<file path="config.mk">
export PLATFORM = sky130hd
export DESIGN_NAME = cv32e40x_prefetch_controller_flat
export DESIGN_NICKNAME = d
export VERILOG_FILES = /design/src/rtl/cv32e40x_prefetch_controller_if.sv /design/src/rtl/cv32e40x_prefetch_controller.sv /design/src/flat_wrapper.sv
export SDC_FILE = /design/constraint.sdc
export NUM_CORES = 1
export LEC_CHECK = 0
export BUFFER_PORTS_ARGS = -buffer_cell sky130_fd_sc_hd__buf_2
export CAP_MARGIN = 10
export CORE_ASPECT_RATIO = 0.6
export CORE_UTILIZATION = 49
export DETAILED_ROUTE_END_ITERATION = 8
export GPL_ROUTABILITY_DRIVEN = 0
export MAX_ROUTING_LAYER = met4
export PLACE_DENSITY = 0.71
export SYNTH_ARGS = -nofsm -noshare
export SYNTH_HDL_FRONTEND = slang
export SYNTH_SLANG_ARGS = --single-unit
</file>
<file path="constraint.sdc">
create_clock -name clk -period 5.29 [get_ports clk]
set_clock_uncertainty 0.15 [all_clocks]
set_input_delay 0.7935 -clock clk [delete_from_list [all_inputs] [get_ports clk]]
set_output_delay 0.7935 -clock clk [all_outputs]
set_load 0.05 [all_outputs]
</file>
<file path="src/rtl/cv32e40x_prefetch_controller_if.sv">
// Instruction bus between the prefetch controller and instruction memory.
// The controller uses the master modport, the memory side the slave modport.
interface cv32e40x_prefetch_controller_if;
    logic        instr_req_o;
    logic        instr_gnt_i;
    logic [31:0] instr_addr_o;
    logic        instr_rvalid_i;
    logic [31:0] instr_rdata_i;
    logic        instr_err_i;

    modport master (
        output instr_req_o,
        output instr_addr_o,
        input  instr_gnt_i,
        input  instr_rvalid_i,
        input  instr_rdata_i,
        input  instr_err_i
    );

    modport slave (
        input  instr_req_o,
        input  instr_addr_o,
        output instr_gnt_i,
        output instr_rvalid_i,
        output instr_rdata_i,
        output instr_err_i
    );
endinterface

</file>
<file path="src/rtl/cv32e40x_prefetch_controller.sv">
// Instruction prefetch controller: issues bus requests, tracks outstanding
// transfers, flushes stale responses. Define CV32E40X_FETCH_ERR_EN for errors.
module cv32e40x_prefetch_controller #(
    parameter int unsigned MAX_OUTSTANDING = 2
) (
    input  logic        clk,
    input  logic        rst_n,
    input  logic        req_i,
    input  logic        branch_i,
    input  logic [31:0] branch_addr_i,
    input  logic        trans_req_i,
    output logic        trans_ack_o,
    output logic        fetch_valid_o,
    output logic [31:0] fetch_rdata_o,
    output logic        fetch_err_o,
    output logic        busy_o,
    cv32e40x_prefetch_controller_if.master bus
);

    typedef enum logic [1:0] {
        IDLE,
        WAIT_GNT,
        BRANCH_WAIT
    } state_e;

    localparam logic [1:0] MAX_CNT = 2'(MAX_OUTSTANDING);

    state_e      state_q;
    logic [31:0] next_addr_q;
    logic [31:0] pend_addr_q;
    logic [31:0] addr_q;
    logic        pend_q;
    logic        held_q;
    logic [1:0]  outstanding_q;
    logic [1:0]  flush_cnt_q;

    logic [31:0] br_addr;
    logic [31:0] addr;
    logic [31:0] redirect;
    logic        req;
    logic        gnt;
    logic        rvalid;
    logic        room;
    logic        stale;
    logic        discard;
    logic [1:0]  out_n;
    logic [1:0]  flush_n;
    logic [1:0]  unused_addr_lsb;

    assign br_addr         = {branch_addr_i[31:2], 2'b00};
    assign unused_addr_lsb = branch_addr_i[1:0];
    assign rvalid          = bus.instr_rvalid_i;
    assign room            = (outstanding_q < MAX_CNT) | rvalid;

    always_comb begin
        req  = 1'b0;
        addr = next_addr_q;
        case (state_q)
            IDLE: begin
                req  = req_i & (branch_i | trans_req_i) & room;
                addr = branch_i ? br_addr : next_addr_q;
            end
            WAIT_GNT, BRANCH_WAIT: begin
                // A request already on the bus must not be withdrawn
                req  = held_q | room;
                addr = addr_q;
            end
            default: ;
        endcase
    end

    assign gnt      = req & bus.instr_gnt_i;
    assign stale    = (state_q != IDLE) & (pend_q | branch_i);
    assign discard  = gnt & stale;
    assign redirect = branch_i ? br_addr : pend_addr_q;

    always_comb begin
        out_n = outstanding_q + {1'b0, gnt} - {1'b0, rvalid};
        if (branch_i) begin
            flush_n = outstanding_q - {1'b0, rvalid} + {1'b0, discard};
        end else begin
            flush_n = flush_cnt_q
                    - {1'b0, rvalid && (flush_cnt_q != 2'd0)}
                    + {1'b0, discard};
        end
    end

    always_ff @(posedge clk or negedge rst_n) begin
        if (!rst_n) begin
            state_q       <= IDLE;
            next_addr_q   <= '0;
            pend_addr_q   <= '0;
            addr_q        <= '0;
            pend_q        <= 1'b0;
            held_q        <= 1'b0;
            outstanding_q <= '0;
            flush_cnt_q   <= '0;
        end else begin
            outstanding_q <= out_n;
            flush_cnt_q   <= flush_n;
            case (state_q)
                IDLE: begin
                    if (branch_i) begin
                        if (gnt) begin
                            next_addr_q <= br_addr + 32'd4;
                        end else if (!req_i) begin
                            next_addr_q <= br_addr;
                        end else begin
                            addr_q      <= br_addr;
                            pend_addr_q <= br_addr;
                            pend_q      <= 1'b0;
                            held_q      <= req;
                            state_q     <= BRANCH_WAIT;
                        end
                    end else if (gnt) begin
                        next_addr_q <= next_addr_q + 32'd4;
                    end else if (req) begin
                        addr_q  <= next_addr_q;
                        held_q  <= 1'b1;
                        state_q <= WAIT_GNT;
                    end
                end
                WAIT_GNT, BRANCH_WAIT: begin
                    if (gnt) begin
                        held_q <= 1'b0;
                        pend_q <= 1'b0;
                        if (stale) begin
                            addr_q      <= redirect;
                            pend_addr_q <= redirect;
                            state_q     <= BRANCH_WAIT;
                        end else begin
                            next_addr_q <= addr_q + 32'd4;
                            state_q     <= IDLE;
                        end
                    end else begin
                        held_q <= req;
                        if (branch_i) begin
                            pend_addr_q <= br_addr;
                            // Retarget directly if nothing is on the bus yet
                            if (req) begin
                                pend_q <= 1'b1;
                            end else begin
                                addr_q <= br_addr;
                            end
                        end
                    end
                end
                default: state_q <= IDLE;
            endcase
        end
    end

    assign bus.instr_req_o  = rst_n & req;
    assign bus.instr_addr_o = rst_n ? addr : 32'd0;
    assign trans_ack_o      = rst_n & gnt;
    assign fetch_valid_o    = rst_n & rvalid & (flush_cnt_q == 2'd0);
    assign fetch_rdata_o    = rst_n ? bus.instr_rdata_i : 32'd0;
    assign busy_o           = rst_n & ((outstanding_q != 2'd0) | req
                                       | (state_q != IDLE));

`ifdef CV32E40X_FETCH_ERR_EN
    assign fetch_err_o = bus.instr_err_i & fetch_valid_o;
`else
    logic unused_err;
    assign unused_err  = bus.instr_err_i;
    assign fetch_err_o = 1'b0;
`endif

endmodule

</file>
<file path="src/flat_wrapper.sv">
// flat-port wrapper written by rule: the top's interface ports become plain ports
module cv32e40x_prefetch_controller_flat 
#(
    parameter int unsigned MAX_OUTSTANDING = 2
)
  (clk, rst_n, req_i, branch_i, branch_addr_i, trans_req_i, trans_ack_o, fetch_valid_o, fetch_rdata_o, fetch_err_o, busy_o, bus_instr_req_o, bus_instr_addr_o, bus_instr_gnt_i, bus_instr_rvalid_i, bus_instr_rdata_i, bus_instr_err_i);
  cv32e40x_prefetch_controller_if bus_i ();
  input  logic clk;
  input  logic rst_n;
  input  logic req_i;
  input  logic branch_i;
  input  logic [31:0] branch_addr_i;
  input  logic trans_req_i;
  output logic trans_ack_o;
  output logic fetch_valid_o;
  output logic [31:0] fetch_rdata_o;
  output logic fetch_err_o;
  output logic busy_o;
  output wire logic [$bits(bus_i.instr_req_o)-1:0] bus_instr_req_o;
  output wire logic [$bits(bus_i.instr_addr_o)-1:0] bus_instr_addr_o;
  input wire logic [$bits(bus_i.instr_gnt_i)-1:0] bus_instr_gnt_i;
  input wire logic [$bits(bus_i.instr_rvalid_i)-1:0] bus_instr_rvalid_i;
  input wire logic [$bits(bus_i.instr_rdata_i)-1:0] bus_instr_rdata_i;
  input wire logic [$bits(bus_i.instr_err_i)-1:0] bus_instr_err_i;
  assign bus_instr_req_o = bus_i.instr_req_o;
  assign bus_instr_addr_o = bus_i.instr_addr_o;
  assign bus_i.instr_gnt_i = bus_instr_gnt_i;
  assign bus_i.instr_rvalid_i = bus_instr_rvalid_i;
  assign bus_i.instr_rdata_i = bus_instr_rdata_i;
  assign bus_i.instr_err_i = bus_instr_err_i;
  cv32e40x_prefetch_controller #(.MAX_OUTSTANDING(MAX_OUTSTANDING)) u_core (.clk(clk), .rst_n(rst_n), .req_i(req_i), .branch_i(branch_i), .branch_addr_i(branch_addr_i), .trans_req_i(trans_req_i), .trans_ack_o(trans_ack_o), .fetch_valid_o(fetch_valid_o), .fetch_rdata_o(fetch_rdata_o), .fetch_err_o(fetch_err_o), .busy_o(busy_o), .bus(bus_i));
endmodule
</file>
== Yosys cells after proc, flatten, opt, wreduce, memory -nomap -nowiden ==
Index checks and enable logic that the tools add are counted.

* Register bits: 104
* Input port bits: 72
* Output and inout bits: 69
* Logic and storage cells: 111

* Add/subtract/negate cells: 9
* $lt $le $gt $ge: 1
* Equal/unequal tests: 15
* Multiplexer cells: 48
* Bitwise gates (word level): 16
* Reductions and logical operators: 14

{| class="wikitable"
|+ Operator list
! operator !! number
|-
| 32-bit 2-to-1 mux || 21
|-
| 32-bit one-hot mux with 2 select lines || 4
|-
| 32-bit by 3-bit adder with 32-bit output (second input constant) || 3
|-
| 2-bit 2-to-1 mux || 8
|-
| 3-bit by 2-bit inequality test with 1-bit output (second input constant) || 4
|-
| 1-bit 2-to-1 mux || 11
|-
| 1-bit AND || 10
|-
| 5-bit AND reduction || 2
|-
| 3-bit inequality test (second input constant) || 3
|-
| 2-bit inequality test (second input constant) || 4
|-
| 4-bit AND reduction || 2
|-
| 2-bit nonzero test || 4
|-
| 7-bit AND reduction || 1
|-
| 2-bit by 1-bit adder with 2-bit output || 3
|-
| 1-bit OR || 6
|-
| 1-bit one-hot mux with 2 select lines || 3
|-
| 6-bit AND reduction || 1
|-
| 2-bit by 1-bit subtractor with 2-bit output || 3
|-
| 2-bit zero test || 2
|-
| 2-bit one-hot mux with 2 select lines || 1
|-
| 3-bit by 1-bit inequality test with 1-bit output (second input constant) || 1
|-
| 2-bit by 1-bit == test with 1-bit output (second input constant) || 1
|-
| 2-bit == test (second input constant) || 1
|-
| 2-bit less-than comparator (second input constant) || 1
|-
| 3 further kinds || 3
|}

== Longest topological paths before layout ==
* Word-level depth: 8
* Gate-level depth with buffers: 11
* Depth with buffers taken out: 9

== Worst setup path after synthesis ==
OpenSTA, ideal clock, no wires.

* Kind: input port to output port
* Start: input port branch_i
* End: output port bus_instr_addr_o[9]
* Arrival: 2754 ps
* Data required time: 4347 ps
* Slack: 1592 ps
* Cell stages on the path: 6
* Buffers on the path: 2
* Cells stage by stage: clkbuf_1 clkbuf_1 nand2_1 o21ai_0 a221oi_1 a211oi_1

* Cells in the longest elaborated chain, start to end: 3

{| class="wikitable"
|+ RTL lines
! what !! RTL line !! source
|-
| start: declaration || flat_wrapper.sv:11 || <nowiki>input logic branch_i;</nowiki>
|-
| 32-bit 2-to-1 mux || cv32e40x_prefetch_controller.sv:61 || <nowiki>addr = branch_i ? br_addr : next_addr_q;</nowiki>
|-
| 32-bit one-hot mux with 2 select lines || cv32e40x_prefetch_controller.sv:58 || <nowiki>case (state_q)</nowiki>
|-
| 32-bit 2-to-1 mux || cv32e40x_prefetch_controller.sv:154 || <nowiki>assign bus.instr_addr_o = rst_n ? addr : 32'd0;</nowiki>
|-
| end: declaration || flat_wrapper.sv:20 || <nowiki>output wire logic [$bits(bus_i.instr_addr_o)-1:0] bus_instr_addr_o;</nowiki>
|}

No other way between the ends.

== Worst setup path after layout ==
* Start: register u_core.state_q[1]
* End: output port trans_ack_o

* Cells in the longest elaborated chain, start to end: 5
* Elaborated cells between the ends (all ways): 7
* Those cells by class: 2 x eq/ne; 1 x mux; 2 x bitwise; 2 x reduce/logical

{| class="wikitable"
|+ RTL lines
! what !! RTL line !! source
|-
| start: declaration || cv32e40x_prefetch_controller.sv:28 || <nowiki>state_e state_q;</nowiki>
|-
| start signal: assignment || cv32e40x_prefetch_controller.sv:90 || <nowiki>state_q <= IDLE;</nowiki>
|-
| start signal: assignment || cv32e40x_prefetch_controller.sv:113 || <nowiki>state_q <= BRANCH_WAIT;</nowiki>
|-
| start signal: assignment || cv32e40x_prefetch_controller.sv:120 || <nowiki>state_q <= WAIT_GNT;</nowiki>
|-
| 2-bit by 1-bit == test with 1-bit output / 2-bit == test (equally long branches) || cv32e40x_prefetch_controller.sv:58 ||
|-
| 2-bit OR reduction || cv32e40x_prefetch_controller.sv:58 ||
|-
| 1-bit one-hot mux with 2 select lines * || cv32e40x_prefetch_controller.sv:58 ||
|-
| 1-bit AND * || cv32e40x_prefetch_controller.sv:72 || <nowiki>assign gnt = req & bus.instr_gnt_i;</nowiki>
|-
| 1-bit AND * || cv32e40x_prefetch_controller.sv:155 || <nowiki>assign trans_ack_o = rst_n & gnt;</nowiki>
|-
| end: declaration || flat_wrapper.sv:14 || <nowiki>output logic trans_ack_o;</nowiki>
|}

Every way passes the cells marked *; elsewhere a longest branch is shown, timed or not.

==> summary.md <==
| Metric | Value |
|---|---|
| Combinational share of power | 62.0% |
| DR vias | 8613 |
| RSZ-0062 raised after global routing | false |
| Max-cap violation count | 0 |
| H-tree levels | 3 |
| Sequential area share after synthesis | 30.0% |
| Global route overflow | 0 |
| Final number of setup-violating endpoints | 0 |
| Max Root-Sink Buffers | 2 |
| Min-delay worst type | in2async |
| Post-Route Setup TNS | 0 ps |
| Final net count | 1163 |
| Post-CTS setup buffer count | 0 |
| Antenna-violating nets left | 0 |
| Post-synth ARST share | 100% |
| CORE AREA | 17200 µm² |
| Vias in the first global route | 7890 |
| Final period util | 74.4% |
| Setup CP Type | reg2out |
| Rel. slew slack | 27.3% |
| Crit end category | primary output |
| Antenna violations before repair | 0 |
| Post-CTS sizing | 0 |
| Final WS setup | 1350 ps |
| Data required, critical path | 4350 ps |
| Die height | 105 µm |
| Psw | 3.28 mW |
| Post-synthesis cell area | 8660 µm² |
| Initial drt markers | 1176 |
| Worst setup SP type | flop |
| Fraction of layout cells with a size suffix above 1 | 24.5% |
| Cts hold-fix bufs | 0 |
| Pins over their slew limit | 0 |
| Synth Area per Inst | 8.55 µm² |
| Arrival time at the worst endpoint | 2990 ps |
| Global-route wire length before repair | 45200 µm |
| DP HPWL | 20100 µm |
| CTS Buf Count | 9 |
| Full die area | 18200 µm² |
| Clock Tree Root | clkbuf_16 |
| Number of flops mapped to enable cells by yosys | 0 |
| DR WL/cell | 21.6 µm |
| Reg clk slew, reported paths | 70 ps |
| Worst R2R Path Depth | 9 |
| Total wire length | 28500 µm |
| Pre-antenna DRT Iters | 5 |
| Io pins | 141 |
| Leakage dissipation | 4.07 nW |
| Clock power share | 10.7% |
| Total track usage | 32.4% |
| Chip width | 174 µm |
| Reg2reg setup slack | 1400 ps |
| Worst vdd ir | 0.757 mV |
| Worst-margin pin slew | 1080 ps |
| Fin. Hold Viols | 0 |
| Synth cell types | 76 |
| # port buffers | 136 |
| Initial core utilization | 50.3% |
| CTS tree | done |
| P_int | 3.05 mW |
| P&R area growth vs syn | 11.3% |
| Main synth FF type | dfrtp_1 |
| Largest net degree at the start of global routing | 61 |
| Mapped Nets | 1094 |
| Run status | finished clean |
| DRC viols | 0 |
| Tmin final | 3940 ps |
| Site row count | 37 |
| Highest clock rate | 254 MHz |
| Cells after synthesis | 1013 |
| Clock Sinks | 104 |
| Post-Place Setup Slack | 1350 ps |
| Sw Ratio | 51.8% |
| DR vias/cell | 6.52 |
| Clk_lat worst skew | 360 ps |
| Post-synthesis register bit count | 104 |
| Yosys warnings | 0 |
| PwrDens | 656 nW/µm² |
| Crit-path max FO | 58 |
| Register share of total power | 27.3% |
[cell usage in the layout, fill, tap and decap left out, drive strengths merged, types with 4 or more instances in the layout]
master,netlist,final
buf,36,152
dfrtp,104,104
mux2,81,81
nand2,75,75
nor2,65,65
a21oi,60,60
xnor2,46,46
nand3,43,43
o21ai,41,41
and2,41,41
and3,39,39
nand4,35,35
nor3,33,33
o2bb2ai,26,26
a221oi,21,21
xor2,19,19
o211ai,18,18
inv,16,18
mux2i,13,13
o211a,12,12
nor4,12,12
clkbuf,58,11
a211oi,9,9
and4,9,9
ha,9,9
o221ai,7,7
or3,6,6
a31oi,5,5
nor2b,5,5
a22oi,5,5
clkinv,3,5
o21a,4,4
a22o,4,4
o22ai,4,4
or4,4,4
[flip-flops by register name, indices dropped and copies added (netlist names)]
name / count
u_core.addr_q: 32
u_core.next_addr_q: 32
u_core.pend_addr_q: 32
u_core.flush_cnt_q: 2
u_core.outstanding_q: 2
u_core.state_q: 2
u_core.held_q: 1
u_core.pend_q: 1
[critical path: stages, from the launching register on]
cell and delay (ps):
dfrtp_1 350, inv_1 70, ha_4 570, buf_4 630
o221a_2 570, and2_1 180, buf_2 250
[cell type report]
type                    instances  area (µm²)
inverters                      19        71.3
repair buffers                152         822
flip-flops and latches        104        2600
diodes                          1        2.50
clock buffers                  11         253
clock inverters                 5        38.8
well taps                     234         293
fillers                      1655        7580
multi-input cells             796        5560
[stage by stage]
stage               utilization (%)  cell area, µm²  hold slack [ps]  instances  power [mW]
floorplan                         -            8660              315       1013        4.60
global placement               54.3            9350              332       1305        5.48
detailed placement             54.3            9350              339       1305        5.55
CTS                            56.0            9640              160       1321        6.24
global route                   56.0            9640              173       1321        6.71
finish                         56.0            9640              157       1322        6.33
[routing by layer]
metal  vias up  track usage [%]  share of wire [%]
li1       3905                -                  -
met1      4177             49.2                 47
met2       498             42.9                 40
met3        33             8.33                 13
met4         0             4.82               0.87
met5         -                -                  0
[final timing paths]
check / start / endpoint
min reg2reg: u_core.pend_addr_q[5] / u_core.pend_addr_q[5]
max in group asynchronous: rst_n / u_core.next_addr_q[28]
min: rst_n / u_core.pend_addr_q[7]
max: u_core.state_q[1] / trans_ack_o
min in group clk: u_core.pend_addr_q[5] / u_core.pend_addr_q[5]
max reg2reg: u_core.state_q[0] / u_core.pend_addr_q[9]
[power groups by stage]
stage	sequential, mW	combinational, mW	clock [mW]
3_5_place_dp	1.71	3.84	0
2_1_floorplan	1.46	3.14	0
4_1_cts	1.70	3.86	0.684
3_3_place_gp	1.69	3.79	0
6_report	1.73	3.92	0.677
5_1_grt	1.78	4.22	0.712
[synth_stat cells, types with 6 or more instances]
cell type	n	area (µm²)
o211a_1	12	120
clkbuf_1	54	203
or3_1	6	37.5
o221ai_1	6	52.6
o21ai_0	41	205
a221oi_1	21	184
nand2_1	75	282
and2_1	40	250
a211oi_1	9	67.6
mux2_2	81	912
a21oi_1	60	300
ha_1	9	113
mux2i_1	13	130
nand3_1	43	215
buf_6	6	67.6
nor4_1	9	56.3
buf_1	7	26.3
buf_2	20	100
o211ai_1	18	135
xnor2_1	46	403
xor2_1	19	166
and3_1	39	244
o2bb2ai_1	26	228
and4_1	8	70.1
nor3_1	33	165
inv_1	16	60.1
dfrtp_1	104	2600
nor2_1	65	244
nand4_1	32	200
[logic make-up after synthesis]
| kind of cell | Yosys count | share of synthesized area (%) |
|---|---|---|
| and+or+nand+nor | 376 | 23.4 |
| AOI/OAI and AO/OA | 251 | 20.7 |
| buffers and inverters | 113 | 5.92 |
| DFF | 104 | 30.0 |
| muxes | 94 | 12.0 |
| xor gates and xnor gates | 65 | 6.57 |
| adders and majority gates | 9 | 1.30 |
| other | 1 | 0.0433 |
Power figures use the tool's default switching activity.
